==> src/rtl/reg_xfer_arbiter.sv <==
// Round-robin sequencer for register-to-register moves over the shared bus.
// Each granted move runs DRIVE -> WRITE -> DONE with all strobes registered.
module reg_xfer_arbiter #(
    parameter int NREQ = 4,
    parameter int NREG = 16,
    parameter int SELW = 4
) (
    input  logic                 clk,
    input  logic                 clr,
    input  logic [NREQ-1:0]      req,
    input  logic [NREQ*SELW-1:0] src_sel,
    input  logic [NREQ*SELW-1:0] dst_sel,
    input  logic [NREQ-1:0]      ba_mode,
    output logic [NREQ-1:0]      gnt,
    output logic [NREQ-1:0]      done,
    output logic [NREG-1:0]      rout,
    output logic [NREG-1:0]      rin,
    output logic                 baout,
    output logic                 busy
);
    localparam int GW = (NREQ > 1) ? $clog2(NREQ) : 1;

    localparam logic [1:0] S_IDLE  = 2'd0;
    localparam logic [1:0] S_DRIVE = 2'd1;
    localparam logic [1:0] S_WRITE = 2'd2;
    localparam logic [1:0] S_DONE  = 2'd3;

    logic [1:0]      state_q, state_d;
    logic [GW-1:0]   rr_q, rr_d;
    logic [GW-1:0]   g_q, g_d;
    logic [SELW-1:0] src_q, src_d;
    logic [SELW-1:0] dst_q, dst_d;
    logic            ba_q, ba_d;
    logic [NREQ-1:0] gnt_q, gnt_d;
    logic [NREQ-1:0] done_q, done_d;
    logic [NREG-1:0] rout_q, rout_d;
    logic [NREG-1:0] rin_q, rin_d;
    logic            baout_q, baout_d;
    logic            busy_q, busy_d;

    logic [GW-1:0]   pick;
    logic            found;
    logic [SELW-1:0] pick_src;
    logic [SELW-1:0] pick_dst;

    // Out-of-range indices decode to all zeros, so no register is strobed.
    function automatic logic [NREG-1:0] dec(input logic [SELW-1:0] s);
        logic [NREG-1:0] v;
        v = '0;
        for (int r = 0; r < NREG; r++) begin
            if (s == SELW'(r)) v[r] = 1'b1;
        end
        return v;
    endfunction

    // Search upward from the slot after the last-served requester, wrapping.
    always_comb begin
        pick  = rr_q;
        found = 1'b0;
        for (int k = 1; k <= NREQ; k++) begin
            if (!found && req[(int'(rr_q) + k) % NREQ]) begin
                found = 1'b1;
                pick  = GW'((int'(rr_q) + k) % NREQ);
            end
        end
    end

    assign pick_src = src_sel[pick*SELW +: SELW];
    assign pick_dst = dst_sel[pick*SELW +: SELW];

    always_comb begin
        state_d = state_q;
        rr_d    = rr_q;
        g_d     = g_q;
        src_d   = src_q;
        dst_d   = dst_q;
        ba_d    = ba_q;
        gnt_d   = gnt_q;
        done_d  = done_q;
        rout_d  = rout_q;
        rin_d   = rin_q;
        baout_d = baout_q;
        busy_d  = busy_q;
        case (state_q)
            S_IDLE: begin
                if (found) begin
                    state_d     = S_DRIVE;
                    g_d         = pick;
                    src_d       = pick_src;
                    dst_d       = pick_dst;
                    ba_d        = ba_mode[pick];
                    gnt_d       = '0;
                    gnt_d[pick] = 1'b1;
                    rout_d      = dec(pick_src);
                    baout_d     = ba_mode[pick] && (pick_src == '0);
                    busy_d      = 1'b1;
                end
            end
            S_DRIVE: begin
                state_d = S_WRITE;
                rin_d   = dec(dst_q);
            end
            S_WRITE: begin
                state_d     = S_DONE;
                rout_d      = '0;
                rin_d       = '0;
                baout_d     = 1'b0;
                done_d      = '0;
                done_d[g_q] = 1'b1;
            end
            default: begin
                state_d = S_IDLE;
                gnt_d   = '0;
                done_d  = '0;
                busy_d  = 1'b0;
                rr_d    = g_q;
            end
        endcase
    end

    always_ff @(posedge clk or negedge clr) begin
        if (!clr) begin
            state_q <= S_IDLE;
            rr_q    <= GW'(NREQ - 1);
            g_q     <= '0;
            src_q   <= '0;
            dst_q   <= '0;
            ba_q    <= 1'b0;
            gnt_q   <= '0;
            done_q  <= '0;
            rout_q  <= '0;
            rin_q   <= '0;
            baout_q <= 1'b0;
            busy_q  <= 1'b0;
        end else begin
            state_q <= state_d;
            rr_q    <= rr_d;
            g_q     <= g_d;
            src_q   <= src_d;
            dst_q   <= dst_d;
            ba_q    <= ba_d;
            gnt_q   <= gnt_d;
            done_q  <= done_d;
            rout_q  <= rout_d;
            rin_q   <= rin_d;
            baout_q <= baout_d;
            busy_q  <= busy_d;
        end
    end

    assign gnt   = gnt_q;
    assign done  = done_q;
    assign rout  = rout_q;
    assign rin   = rin_q;
    assign baout = baout_q;
    assign busy  = busy_q;
endmodule

==> config.mk <==
export PLATFORM = sky130hd
export DESIGN_NAME = reg_xfer_arbiter
export DESIGN_NICKNAME = d
export VERILOG_FILES = /design/src/rtl/reg_xfer_arbiter.sv
export SDC_FILE = /design/constraint.sdc
export NUM_CORES = 1
export LEC_CHECK = 0
export ABC_CLOCK_PERIOD_IN_PS = 3400
export BUFFER_PORTS_ARGS = -buffer_cell sky130_fd_sc_hd__buf_2
export CAP_MARGIN = 5
export CELL_PAD_IN_SITES_DETAIL_PLACEMENT = 1
export CELL_PAD_IN_SITES_GLOBAL_PLACEMENT = 2
export CORE_ASPECT_RATIO = 0.7
export CORE_MARGIN = 4
export CORE_UTILIZATION = 34
export DETAILED_ROUTE_END_ITERATION = 6
export PLACE_DENSITY_LB_ADDON = 0.12
export RECOVER_POWER = 25
export SETUP_SLACK_MARGIN = 0.15
export SLEW_MARGIN = 0
export SYNTH_ARGS = -nofsm -noshare
export SYNTH_HDL_FRONTEND = slang
export SYNTH_SLANG_ARGS = --single-unit
==> constraint.sdc <==
create_clock -name clk -period 3.4 [get_ports clk]
set_input_delay 0.34 -clock clk [delete_from_list [all_inputs] [get_ports clk]]
set_output_delay 0.34 -clock clk [all_outputs]
set_load 0.01 [all_outputs]
* Yosys cells after proc, flatten, opt, wreduce, memory -nomap -nowiden *
Index checks and enable logic that the tools add are counted.

storage, ports and cells
  flip-flop bits (word level) = 52
  latch bits = 0
  bits in writable memories = 0
  ROM bits = 0
  bits of input ports = 42
  memories kept = 0

operators by class
  $add $sub $neg = 4
  multipliers = 0
  div/mod/pow operators = 0
  magnitude comparators = 8
  eq/ne operators = 33
  shift operators = 2
  mux-type cells = 70
  bitwise operators = 5
  reduce and logical (&&, ||, !) cells = 24

operators by type and width
  kind                 count
  $eq 4x4->1 const B   16
  $pmux 16 s2          2
  $mux 1               49
  $eq 4x3->1 const B   8
  $shiftx 16x5->4      2
  $eq 4x2->1 const B   4
  $lt 3x4->1 const B   4
  $mux 16              1
  $pmux 4 s2           2
  $reduce_or 2->1      6
  $bmux 1 s2           5
  $mux 2               5
  $eq 4x1->1 const B   2
  $logic_not 4->1      2
  $logic_and 1x1->1    6
  $lt 2x3->1 const B   2
  $pmux 2 s3           1
  $reduce_and 2->1     3
  $add 2x1->2 const B  2
  $add 2x2->2 const B  2
  $and 1x1->1 const A  4
  $demux 1 s2          2
  $ge 2x1->1 const B   2
  $mux 4               1
  9 further kinds      13

* Longest topological paths before layout *
Gate-level depths: netlist of run 1.

  word-level depth = 22
  mapped depth = 10
  mapped depth without buffers = 7

* Least setup slack after synthesis of run 1 *
Ideal clock, no wire load.

  path kind = reg-to-reg
  from = register rr_q[0]
  to = register baout_q, in the netlist baout
  setup time = 95 ps
  data arrival time = 1,927 ps
  required time = 3,305 ps
  setup slack = 1,378 ps
  cell stages (with the launch flop) = 8
  clock period less this slack = 2,022 ps
  path through = dfstp_2 > or2b_1 > a31oi_2 > buf_6 > mux2i_1 > mux2_4 > o21ai_2 > o31ai_1

between the ends
  longest elaborated chain between the ends = 19

ends and longest elaborated chain
  element                                               line    source
  start, declared                                       29      logic [GW-1:0] rr_q, rr_d;
  start signal, assigned                                124     rr_q <= GW'(NREQ - 1);
  start signal, assigned                                137     rr_q <= rr_d;
  $add 2x1->2                                           61, 63
  $bmux 1 s2                                            61      if (!found && req[(int'(rr_q) + k) % NREQ]) begin
  $mux 1 (implied by the code) (2 in series)            61
  $mux 1                                                61
  $logic_not 1->1                                       61
  $logic_and 1x1->1                                     61
  $mux 1                                                61
  $logic_not 1->1                                       61
  [... 2 more ...]                                      --
  $logic_not 1->1                                       61
  $logic_and 1x1->1                                     61
  $mux 2                                                61
  $shiftx 16x5->4 / $bmux 1 s2 (equally long branches)  68, 95
  $logic_not 4->1 / $mux 1 (equally long branches)      95      baout_d = ba_mode[pick] && (pick_src == '0);
  $logic_and 1x1->1                                     95
  $mux 1                                                86      if (found) begin
  $pmux 1 s2                                            84      case (state_q)
  end signal, assigned                                  146     baout_q <= baout_d;
  end, declared                                         38      logic baout_q, baout_d;

Parallel ways exist; a longest one is shown, timed or not. The select of a mux whose other input is x is not followed.
A chain may end at the register's enable or synchronous reset.

* Worst setup path in the final report of run 1 *
Ends and elaborated chain as after synthesis.

==> impl_results.md, run 1 <==
* Fraction of layout cells with a size suffix above 1 at 0.344
* IO buf count at 83
* Cell Area, Synth at 2710 sq um
* GRT Residual Overflow at 0
* Clock skew at 3.98 ps
* Worst vdd ir at 0.449 mV
* CP Launch Type: flip-flop
* Die height at 82.7 microns
* Yosys cell types at 45
* Failing checks: capacitance limit, slew limit
* First-iteration detailed-routing DRC count at 89
* Placed Cells at 424
* Ports at 84
* Count leader, synth: dfrtp_1
* Clk slew on worst S/H paths at 70 ps
* Leakage power at 1.65 nW
* Rows at 26
* Endpoints failing setup at 0
* Hold depth at 2
* Async S/R FF share, synth at 1.00
* Global routing's busiest layer: met1
* Post-CTS setup buffers at 0
* Initial Util at 0.360
* Global-route wire length before repair at 12.1 mm
* H-Tree Level Count at 2
* Layout area overhead at 23.4%
* Crit-path slowest cell: dfstp_2
* Total GRT Usage at 0.165
* Antenna Cells at 0
* CP max FO at 16
* Reg2reg setup slack at 860 ps
* Worst Path Required at 3590 ps
* Synth Flop Type: dfrtp_1
* DRC Markers at 0
* GPL Wtd Cong at 0.765
* Total die area at 9480 sq um
* Max_cap viols at 1
* 1st-pass router iterations at 4
* GR met2 Demand/Resource at 0.239
* Pin count of the biggest net entering global routing at 34
* Final wirelength at 7.49 mm
* Commonest cells in the netlist: dfrtp_1 (50), nand2_1 (35), inv_1 (22), o22ai_1 (14), mux2i_1 (12)
* Max Slew Vio Count at 34
* Syn. warnings at 0
* Final Net Count at 379
* FF-to-FF path depth at 6
* Vias at 2158
* Synth top area share at 0.462
* WS Path Type: flip-flop to flip-flop
* Final hold vios at 0
* Post-route ant nets at 0
* Mapped Cells at 254
* Max incr delay on CP at 560 ps
* Post-cts sizing count at 0
* Setup total negative slack at 0 ps
* RSZ-0062 raised after global routing: no
* Worst skew pair latency at 290 ps
* Clk root buf: clkbuf_16
* # hold bufs at CTS at 0
* M3 GR Usage at 0.0364
* Top post-synthesis cells by area: dfrtp_1 (46%), nand2_1 (4.8%), mux2i_1 (4.4%)
* Met1 Resource Use GR at 0.251
* Worst-Margin Slew at 1850 ps
* Period utilization at 0.748
* Post-route insts no fill at 432
* # clock sinks at 52
* Worst reg2reg endpoint: baout
* Register area share after synthesis at 0.481
* Fillcell total at 870
* Syn avg cell area at 10.7 sq um
* CTS tree: yes
* Horiz. Die Dim at 115 microns
* CP arrival at 2740 ps
* Hold crit path type: flip-flop to flip-flop
* Status: complete, but fails checks
* Cells along the critical path: or2b_1, a31oi_4, mux2i_1, mux2_2, nand2_1, o31ai_1
* F_max at 0.393 GHz
* Initial antenna violation count at 0
* Relative max-transition margin at -0.231
* Post-synthesis register bit count at 52
* Syn Nets at 300
* Hold path startpoint: rout[10]
* HPWL Detailed at 5.70 mm
* Tmin final at 2540 ps
* Synth area leader: dfrtp_1
* Worst r2r src: rr_q[0]
* Vias in the first global route at 2259
* Max Root-Sink Buffers at 2
* CTS Buf Count at 5
* Hold path endpoint: rout[10]
* Pwr Density at 968 nW/um^2
* Critical Path End Type: flip-flop
* Number of flops mapped to enable cells by yosys at 0
* Routed vias/inst at 5.00
* Drt wl/cell at 17.3 microns
* Core area at 7510 sq um
layout make-up:
cell class / count / area [sq um] / share of cell area
Inverter: 22 / 82.6 / 0.0247
Clock inverter: 3 / 46.3 / 0.0138
Sequential cell: 52 / 1300 / 0.390
Timing Repair Buffer: 87 / 440 / 0.132
Tap cell: 98 / 123 / 0.0367
Multi-Input combinational cell: 165 / 1220 / 0.366
Clock buffer: 5 / 125 / 0.0374
placed cells by master (no fill, tap or decap), types with 2 or more instances in the layout:
| cell type | instances |
|---|---|
| clkbuf_1 | 2 |
| nor3_1 | 2 |
| a32o_1 | 2 |
| nand2b_1 | 4 |
| o22ai_1 | 14 |
| mux2i_4 | 3 |
| dfrtp_1 | 50 |
| mux2_2 | 6 |
| mux2i_1 | 12 |
| nand3_1 | 3 |
| ha_1 | 4 |
| clkbuf_16 | 5 |
| inv_1 | 22 |
| o31ai_1 | 11 |
| o21ai_0 | 5 |
| a21o_1 | 6 |
| a211oi_1 | 8 |
| buf_4 | 3 |
| buf_2 | 82 |
| nor2b_1 | 4 |
| o22a_1 | 2 |
| or2b_1 | 2 |
| o21ai_1 | 10 |
| a22o_1 | 6 |
| nand2_1 | 35 |
| dfstp_2 | 2 |
| nor2_1 | 5 |
| o211ai_4 | 2 |
| nand3b_1 | 4 |
worst max path at each step:
stage	from	endpoint	depth (start not counted)
floorplan	rr_q[0]	baout	7
detailed placement	rr_q[0]	baout	6
finish	rr_q[0]	baout	6
CTS	rr_q[0]	baout	6
global route	clr	g_q[1]	2
global placement	rr_q[0]	rout[6]	6
logic make-up (layout without fill, tap and decap cells):
| group | count (synthesis) | in the layout | synth area share |
|---|---|---|---|
| AOI/OAI and AO/OA | 73 | 73 | 0.206 |
| and+or+nand+nor | 66 | 66 | 0.124 |
| DFF | 52 | 52 | 0.481 |
| buffers and inverters | 37 | 117 | 0.0707 |
| muxes | 22 | 22 | 0.0998 |
| adders and majority gates | 4 | 4 | 0.0185 |
through the flow:
stage               worst slack, ps  hold slack, ps  utilization  total power [mW]  instance area (sq um)
floorplan                      1380            44.4            -              2.20                   2710
global placement                869             459        0.423              2.64                   3180
detailed placement              840             460        0.423              2.67                   3180
CTS                             828             156        0.446              3.28                   3350
global route                    484             501        0.445              3.51                   3340
finish                          856             473        0.445              3.24                   3340
report_power, final:
part	switching (mW)	internal, mW	leakage, nW
clock network	0.234	0.352	0.0857
logic	0.974	0.632	0.870
registers	0.188	0.855	0.695
total	1.40	1.84	1.65
worst max-delay path, delay by kind of cell (launching register included):
family          cells  cell delay (ps)
flops               1              560
mux                 2              630
compound gates      2              830
simple gates        2              420
sequential cells by signal, indices dropped and copies added, names as in the netlist:
register,count
rout,16
g_q,2
busy,1
baout,1
dst_q,4
rr_q,2
gnt,4
rin,16
state_q,2
done,4
layer usage:
metal | vias to the layer above | wire (microns)
met4 | 0 | 30
met1 | 1039 | 3970
li1 | 1063 | -
met2 | 54 | 3060
met3 | 2 | 422
met5 | - | 0
Power figures use the tool's default switching activity.
==> run 2, diff against run 1 <==
- ABC_CLOCK_PERIOD_IN_PS: 3400 -> 2400
- CORE_UTILIZATION: 34 -> 31
- clock period: 3.4 -> 2.4 ns (I/O delays scaled with it)
==> impl_results.md, run 2 (synthesized netlist as in run 1, its figures left out) <==
* Area of the multi-input gates at 1290 sq um (+5.4%)
* CTS Buf Count at 5 (unchanged)
* Hold crit path type: input pin to flip-flop
* 1st-pass router iterations at 4 (unchanged)
* Drt wl/cell at 16.8 microns (-3.3%)
* Ports at 84 (unchanged)
* Clk root buf: clkbuf_16
* Clk pwr share at 0.154 (-0.027)
* Min Hold Slack at 432 ps (-41.4 ps)
* H-Tree Level Count at 2 (unchanged)
* Final WS setup at 182 ps (-674 ps)
* Antenna Cells at 0 (unchanged)
* Clock skew at 5.21 ps (+1.24 ps)
* CTS tree: yes
* Die height at 86.2 microns (+4.3%)
* Endpoints failing setup at 0 (unchanged)
* Vias in the first global route at 2324 (+2.9%)
* Global-route wire length before repair at 12.7 mm (+4.4%)
* Worst skew pair latency at 290 ps (about the same)
* Leakage power at 1.64 nW (-0.63%)
* Max_cap viols at 1 (unchanged)
* FF-to-FF path depth at 7 (+1)
* RSZ-0062 raised after global routing: yes
* Reg area at 1300 sq um (unchanged)
* Worst vdd ir at 0.427 mV (-5.0%)
* Pin count of the biggest net entering global routing at 29 (-15%)
* GPL Wtd Cong at 0.754 (-1.4%)
* First-iteration detailed-routing DRC count at 170 (+91%)
* Max Root-Sink Buffers at 2 (unchanged)
* Gate power share at 0.531 (+0.034)
* Internal Power at 2.63 mW (+43%)
* CP Launch Type: flip-flop
* CP startpoint: rr_q[0]
* Fillcell total at 982 (+13%)
* Horiz. Die Dim at 120 microns (+4.4%)
* F_max at 0.451 GHz (+15%)
* GRT Residual Overflow at 0 (unchanged)
* Clk slew on worst S/H paths at 70 ps (about the same)
* Max Slew Vio Count at 25 (-26%)
* # clock sinks at 52 (unchanged)
* Total GRT Usage at 0.156 (-0.00957)
* NetSw at 2.05 mW (+47%)
* Post-route insts no fill at 463 (+7.2%)
* Tmin final at 2220 ps (-326 ps)
* Failing checks: capacitance limit, slew limit
* Worst Path Required at 2590 ps (-1000 ps)
* Status: complete, but fails checks
* Relative max-transition margin at -0.0154 (+0.215)
* Final hold vios at 0 (unchanged)
* CP arrival at 2410 ps (-330 ps)
* IO buf count at 83 (unchanged)
* Initial Util at 0.320 (-0.0410)
* Pre-CTS setup slack at 75.3 ps (-765 ps)
* Commonest cells after routing, fill and taps aside: buf_2 (70), dfrtp_1 (50), nand2_1 (34)
* CP max FO at 5 (-11)
* Total die area at 10300 sq um (+8.9%)
* Post-route ant nets at 0 (unchanged)
* Pwr Density at 1340 nW/um^2 (+38%)
* Reg2reg setup slack at 180 ps (-670 ps)
* Vias at 2241 (+3.8%)
* Worst reg2reg endpoint: rout[6]
* DRC Markers at 0 (unchanged)
* Routed vias/inst at 4.84 (-3.1%)
* Rows at 28 (+7.7%)
* Worst r2r src: rr_q[0]
* Initial antenna violation count at 0 (unchanged)
* Most common cell after layout, fill and taps aside: buf_2
* Worst-Margin Slew at 1520 ps (-323 ps)
* Final wirelength at 7.76 mm (+3.7%)
* Final Net Count at 388 (+2.4%)
* Core area at 8480 sq um (+13%)
* Fraction of layout cells with a size suffix above 1 at 0.359 (+0.0143)
* Switching share of power at 0.438 (+0.00674)
* Period utilization at 0.924 (+0.176)
* Critical Path End: rout[6]
* HPWL Detailed at 5.98 mm (+5.0%)
* Critical Path End Type: flip-flop
* Layout area overhead at 28.9%
* Seq pwr share at 0.315 (-0.008)
* Placed Cells at 451 (+6.4%)
* WS Path Type: flip-flop to flip-flop
* Setup total negative slack at 0 ps (unchanged)
[run 2: critical path: stages, from the launching register on]
cell and delay, ps:
dfstp_2 560, or2b_1 270, a31oi_4 210, buf_12 160, mux2i_2 280, mux2_2 220, nand2_1 160, o31ai_1 260
[run 2: per-layer routing]
metal,up-vias,part of all wire,GRT usage
met4,0,0.0088,0.0343
met1,1092,0.54,0.244
met5,-,0,0
met3,7,0.046,0.0339
li1,1084,-,-
met2,58,0.41,0.217
[run 2: stage by stage]
step	power, mW	utilization	instance area (sq um)
after floorplan	3.12	-	2710
after global routing	5.07	0.412	3490
after global placement	3.81	0.384	3250
after CTS	4.66	0.405	3430
after detailed placement	3.87	0.384	3250
final	4.68	0.412	3490
[run 2: worst min-delay path by stage]
stage	endpoint	slack, ps	startpoint	depth (start not counted)
after floorplan	baout	-60	clr	0
after global routing	dst_q[0]	460	dst_sel[12]	4
after detailed placement	rin[5]	300	clr	1
after CTS	baout	420	ba_mode[0]	5
after global placement	rin[5]	290	clr	1
final	baout	430	ba_mode[0]	5
[run 2: what timing repair did]
| item | in CTS | in global routing |
|---|---|---|
| hold buffers | 1 | 0 |
| endpoints found under the hold margin | 22 | 0 |
| setup endpoints to repair | 10 | 17 |
| resized for setup | 0 | 14 |
| setup buffers | 2 | 1 |
| pin swaps | 1 | 1 |
[run 2: cell type report]
cell class                 count  area share
clock inverter                 2     0.00394
timing repair buffer          96       0.150
inverter                      22      0.0236
multi-input combinational    165       0.369
tap                          120      0.0430
clock buffer                   6      0.0369
sequential                    52       0.373
[run 2: power groups by stage]
stage	registers, mW	clock network [mW]	logic [mW]
after global placement	1.48	0	2.34
final	1.47	0.719	2.49
after detailed placement	1.49	0	2.38
after CTS	1.48	0.743	2.44
after global routing	1.53	0.785	2.75
after floorplan	1.54	0	1.58
